File: config.mk
export PLATFORM = sky130hd
export DESIGN_NAME = risc16_core
export DESIGN_NICKNAME = d
export VERILOG_FILES = /design/src/rtl/risc16_core.sv
export SDC_FILE = /design/constraint.sdc
export NUM_CORES = 1
export LEC_CHECK = 0
export ABC_AREA = 1
export CORE_MARGIN = 5
export CORE_UTILIZATION = 45
export DETAILED_ROUTE_END_ITERATION = 8
export PLACE_DENSITY = 0.66
export SKIP_CTS_REPAIR_TIMING = 1
export SYNTH_ARGS = -nofsm -noshare
export SYNTH_HDL_FRONTEND = slang
export SYNTH_SLANG_ARGS = --single-unit
File: constraint.sdc
create_clock -name i_clk -period 4.07 [get_ports i_clk]
set_clock_uncertainty 0.2 [all_clocks]
set_input_delay 0.6105 -clock i_clk [delete_from_list [all_inputs] [get_ports i_clk]]
set_output_delay 0.6105 -clock i_clk [all_outputs]
set_load 0.005 [all_outputs]
File: src/rtl/risc16_core.sv
// risc16_core: single-cycle 16-bit RiSC-16 processor core.
// Executes one instruction per clock. Instruction and data memories are external.
// Ports:
//   i_clk          clock; all state updates on the rising edge
//   i_rst          synchronous active-high reset
//   i_inst         instruction word at o_pc (combinational)
//   o_pc           current PC, word address (registered)
//   i_mem_rd_data  data memory read data for o_mem_addr (same cycle)
//   o_mem_wr_data  store data, always R[rA] (combinational)
//   o_mem_addr     R[rB] + sext(imm7), every opcode (combinational)
//   o_mem_wr_en    high only for SW and never while i_rst is high (combinational)
module risc16_core #(
    parameter logic [15:0] p_RESET_PC = 16'h0000
) (
    input  logic        i_clk,
    input  logic        i_rst,
    input  logic [15:0] i_inst,
    output logic [15:0] o_pc,
    input  logic [15:0] i_mem_rd_data,
    output logic [15:0] o_mem_wr_data,
    output logic [15:0] o_mem_addr,
    output logic        o_mem_wr_en
);

    localparam int unsigned DW    = 16;
    localparam int unsigned RW    = 3;
    localparam int unsigned NREG  = 8;
    localparam int unsigned IMM7W = 7;

    typedef enum logic [2:0] {
        OP_ADD  = 3'b000,
        OP_ADDI = 3'b001,
        OP_NAND = 3'b010,
        OP_LUI  = 3'b011,
        OP_SW   = 3'b100,
        OP_LW   = 3'b101,
        OP_BEQ  = 3'b110,
        OP_JALR = 3'b111
    } op_e;

    // Architectural state; R0 has no storage. Power-up values are zero.
    logic [DW-1:0] r_pc = '0;
    logic [DW-1:0] r_regs [1:NREG-1] = '{default: '0};

    // Instruction fields
    op_e           w_op;
    logic [RW-1:0] w_ra;
    logic [RW-1:0] w_rb;
    logic [RW-1:0] w_rc;
    logic [DW-1:0] w_simm7;
    logic [9:0]    w_imm10;

    assign w_op    = op_e'(i_inst[15:13]);
    assign w_ra    = i_inst[12:10];
    assign w_rb    = i_inst[9:7];
    assign w_rc    = i_inst[2:0];
    assign w_imm10 = i_inst[9:0];
    assign w_simm7 = {{(DW-IMM7W){i_inst[6]}}, i_inst[6:0]};

    // Read view of the register file with R0 hard-wired to zero
    logic [DW-1:0] w_rf [0:NREG-1];

    always_comb begin
        w_rf[0] = '0;
        for (int i = 1; i < int'(NREG); i++) begin
            w_rf[i] = r_regs[i];
        end
    end

    logic [DW-1:0] w_ra_val;
    logic [DW-1:0] w_rb_val;
    logic [DW-1:0] w_rc_val;

    assign w_ra_val = w_rf[w_ra];
    assign w_rb_val = w_rf[w_rb];
    assign w_rc_val = w_rf[w_rc];

    // Effective address is computed for every opcode; only the write enable is qualified
    logic [DW-1:0] w_addr;
    logic [DW-1:0] w_pc_inc;

    assign w_addr   = w_rb_val + w_simm7;
    assign w_pc_inc = r_pc + DW'(1);

    // Execute: register write-back and next PC
    logic          w_rf_we;
    logic [DW-1:0] w_wb_data;
    logic [DW-1:0] w_pc_next;

    always_comb begin
        w_rf_we   = 1'b0;
        w_wb_data = '0;
        w_pc_next = w_pc_inc;
        unique case (w_op)
            OP_ADD: begin
                w_rf_we   = 1'b1;
                w_wb_data = w_rb_val + w_rc_val;
            end
            OP_ADDI: begin
                w_rf_we   = 1'b1;
                w_wb_data = w_rb_val + w_simm7;
            end
            OP_NAND: begin
                w_rf_we   = 1'b1;
                w_wb_data = ~(w_rb_val & w_rc_val);
            end
            OP_LUI: begin
                w_rf_we   = 1'b1;
                w_wb_data = {w_imm10, 6'b0};
            end
            OP_SW: begin
                w_rf_we   = 1'b0;
            end
            OP_LW: begin
                w_rf_we   = 1'b1;
                w_wb_data = i_mem_rd_data;
            end
            OP_BEQ: begin
                if (w_ra_val == w_rb_val) begin
                    w_pc_next = w_pc_inc + w_simm7;
                end
            end
            OP_JALR: begin
                // Target comes from the pre-write R[rB], so rA == rB is safe
                w_rf_we   = 1'b1;
                w_wb_data = w_pc_inc;
                w_pc_next = w_rb_val;
            end
            default: begin
                w_rf_we   = 1'b0;
            end
        endcase
    end

    // PC and register file update
    always_ff @(posedge i_clk) begin
        if (i_rst) begin
            r_pc <= p_RESET_PC;
            for (int i = 1; i < int'(NREG); i++) begin
                r_regs[i] <= '0;
            end
        end else begin
            r_pc <= w_pc_next;
            for (int i = 1; i < int'(NREG); i++) begin
                if (w_rf_we && (w_ra == RW'(i))) begin
                    r_regs[i] <= w_wb_data;
                end
            end
        end
    end

    assign o_pc          = r_pc;
    assign o_mem_addr    = w_addr;
    assign o_mem_wr_data = w_ra_val;
    assign o_mem_wr_en   = (w_op == OP_SW) && !i_rst;

endmodule

==> flow_summary.yaml <==
setup_path:
  rrSetupSlack_ns: 0.33
  end_kind: "primary output"
  r2r_cells: 18
  cp.arrival_ns: 3.13
  rr_startpoint: "o_pc[0]$_SDFF_PP0_"
  rr_endpoint: "o_pc[9]$_SDFF_PP0_"
  critPathLaunchType: "register"
  required_ns: 3.26
  crit_fanout: 3
  path_class: "reg2out"
hold_path:
  holdCritStartpoint: "o_pc[0]$_SDFF_PP0_"
  hold_path_depth: 3
  hp-class: "reg2reg"
  holdPathEnd: "o_pc[0]$_SDFF_PP0_"
timing:
  fin_ws_ns: 0.131
  layout_min_cycle_time_ns: 3.94
  final_hold_viol_count: 0
  report.final.slew_viol_count: 0
  slew_headroom_pct: 23.7
  fin_tns_setup_ns: 0
  timing.fmax_ghz: 0.254
  setup_viol: 0
  tightest_slew_ns: 1.14
  period_share_pct: 96.8
power_and_ir_drop:
  power_mw: 5.16
  p_leak_nw: 8.31
  power_per_cell_area_nw_per_um2: 319
  ir_worst_vdd_mv: 0.215
floorplanning:
  initial_core_util_pct: 45.7
  core-area_um2: 27000
  io_pins: 83
  num_rows: 60
  fp.dieW_um: 175
  die_area_um2: 30800
  die_h_um: 175
drt:
  wire_per_inst_um: 20.8
  antenna_left: 0
  dr.pass1.iters: 8
  wl_um: 53200
  route.detailed.drc: 0
  vias_per_cell: 5.66
  first_iter_violations: 1654
  vias: 14500
cells_and_area:
  final_core_util_pct: 60.1
  final_area_um2: 16200
  num-nets-final: 2299
  fillers: 2632
  area_delta_synth_final_pct: 31.4
  drive_above_1_share_pct: 17.3
  insertedDiodeCount: 0
yosys:
  ys_warn_count: 0
  synth_top_area_share_pct: 27.3
  syn_nets: 2042
  synth_most_common_cell: "nand2_1"
  synth_area_um2: 12300
  synth-edff-count: 112
  ys.flop_type: "edfxtp_1"
  synth_cell_types: 43
  ys_seq_area_share_pct: 29.9
  synthArstFlopShare_pct: 0
  ys_ff_latch: 128
  syn_avg_cell_area_um2: 6.30
  yosys-top-cells-count: "nand2_1, inv_1, nand3_1, nor2_1, a21oi_1"
  yosysTopAreaCell: "edfxtp_1"
  syn-instance-count: 1955
  synthTopCellsByArea: "edfxtp_1, nand2_1, inv_1"
clock_tree:
  clk_pin_slew_ns: 0.08
  h-tree-depth: 4
  clockBufferDepth: 2
  insertion_delay_ns: 0.44
  clock-sinks: 128
  cts_tree: "done"
  cts_root_buffer: "clkbuf_16"
  cts_buffers: 17
grt:
  grt_pass1_wl_um: 79600
  antenna_found_initial: 0
  grt_pass1_vias: 14000
  grt_overflow: 0
  grt_use_total_pct: 33.6
  grt_max_degree: 41
placed_design:
  dpl.hpwl_um: 41400
  pre_cts_ws_ns: -0.646
  port_buffers: 82
  gp_congestion: 0.982
  place_area_um2: 15000
flow_run:
  max_cap_violations: 0
outcome:
  status: "finished, final reports clean"
-- kinds of logic (layout without fill, tap and decap cells) --
group / count (synthesis) / in the layout / share of synthesized area (%)
simple gates: 1028 / 1028 / 34.4
buf+inv: 391 / 661 / 13.0
compound gates: 326 / 326 / 15.0
flops: 128 / 128 / 29.9
fa+ha+maj: 53 / 53 / 5.57
xor+xnor: 29 / 29 / 2.06
-- worst max-delay path: stages (launching register included) --
cell and delay [ns]:
edfxtp_1 0.41, inv_1 0.11, nand2_1 0.06, nand3_1 0.10, nand2_1 0.06, nand2_1 0.07, nand2_2 0.08, ha_4 0.18
fa_2 0.35, a21oi_2 0.17, o21ai_1 0.09, buf_4 0.16, nand2_4 0.06, nand2_4 0.05, a31o_4 0.22, or2_2 0.28
and2_1 0.14, clkbuf_2 0.11
-- where the power goes --
part	switching, mW	internal (mW)	leakage [nW]	total [mW]
clock	0.748	0.814	0.277	1.56
sequential	0.0627	1.50	1.29	1.57
combinational	1.16	0.872	6.74	2.04
total	1.97	3.19	8.31	5.16
-- layer usage --
| layer | global-route usage (%) | share of wire (%) | up-vias | wire length (um) |
|---|---|---|---|---|
| li1 | - | - | 6869 | - |
| met1 | 42.8 | 41 | 6754 | 21600 |
| met2 | 56.8 | 47 | 732 | 25200 |
| met3 | 4.97 | 7.4 | 156 | 3960 |
| met4 | 15.0 | 4.6 | 0 | 2460 |
| met5 | 0 | 0 | - | 0 |
-- sequential cells by signal, summed over array words and instances, names as in the netlist --
register / cells
o_pc: 16
r_regs: 112
-- per-stage QoR --
| step | hold WS (ns) | instances |
|---|---|---|
| after floorplan | 0.420 | 1955 |
| after global placement | 0.484 | 2525 |
| after detailed placement | 0.485 | 2525 |
| after CTS | 0.502 | 2557 |
| after global routing | 0.554 | 2566 |
| final | 0.511 | 2566 |
-- cell type report --
cell class	count	area, um^2	area share, %
Multi-Input combinational cell	1436	7500	46.3
Sequential cell	128	3680	22.8
Timing Repair Buffer	325	2860	17.7
Inverter	304	1150	7.08
Tap cell	341	427	2.64
Clock buffer	17	425	2.63
Clock inverter	15	145	0.897
-- worst max-delay path by stage --
stage / from / to / slack [ns] / cells past startpoint
after floorplan: i_inst[1] / r_regs[0][106]$_SDFFCE_PN0P_ / 0.09 / 19
after global placement: i_inst[8] / o_mem_addr[15] / -0.60 / 17
after detailed placement: i_inst[8] / o_mem_addr[10] / -0.65 / 18
after CTS: i_inst[8] / o_mem_addr[10] / -0.67 / 18
after global routing: i_inst[1] / r_regs[0][94]$_SDFFCE_PN0P_ / -0.04 / 22
final: r_regs[0][80]$_SDFFCE_PN0P_ / o_mem_addr[10] / 0.13 / 17
-- cells in the final DEF (no fill, tap or decap), types with 5 or more instances in the layout --
cell / instances
a21o_1: 5
nor2_2: 5
inv_8: 5
a32oi_1: 13
nand2_4: 5
nand2_1: 656
o21ai_0: 90
clkdlybuf4s50_1: 66
nand3_1: 157
a21oi_2: 13
inv_2: 6
a31oi_1: 18
xor2_1: 17
nand4_1: 27
ha_1: 36
a21oi_1: 100
buf_4: 224
a221oi_1: 5
nor3_1: 12
or2_2: 7
clkbuf_16: 19
o21ai_1: 25
o22ai_1: 19
dlymetal6s2s_1: 12
buf_12: 11
dfxtp_1: 16
edfxtp_1: 112
xnor2_1: 9
nand3_2: 5
o211ai_1: 5
inv_1: 296
nor2_1: 115
o21bai_1: 8
nand2_2: 23
ha_4: 14
(Power assumes the default switching activity.)
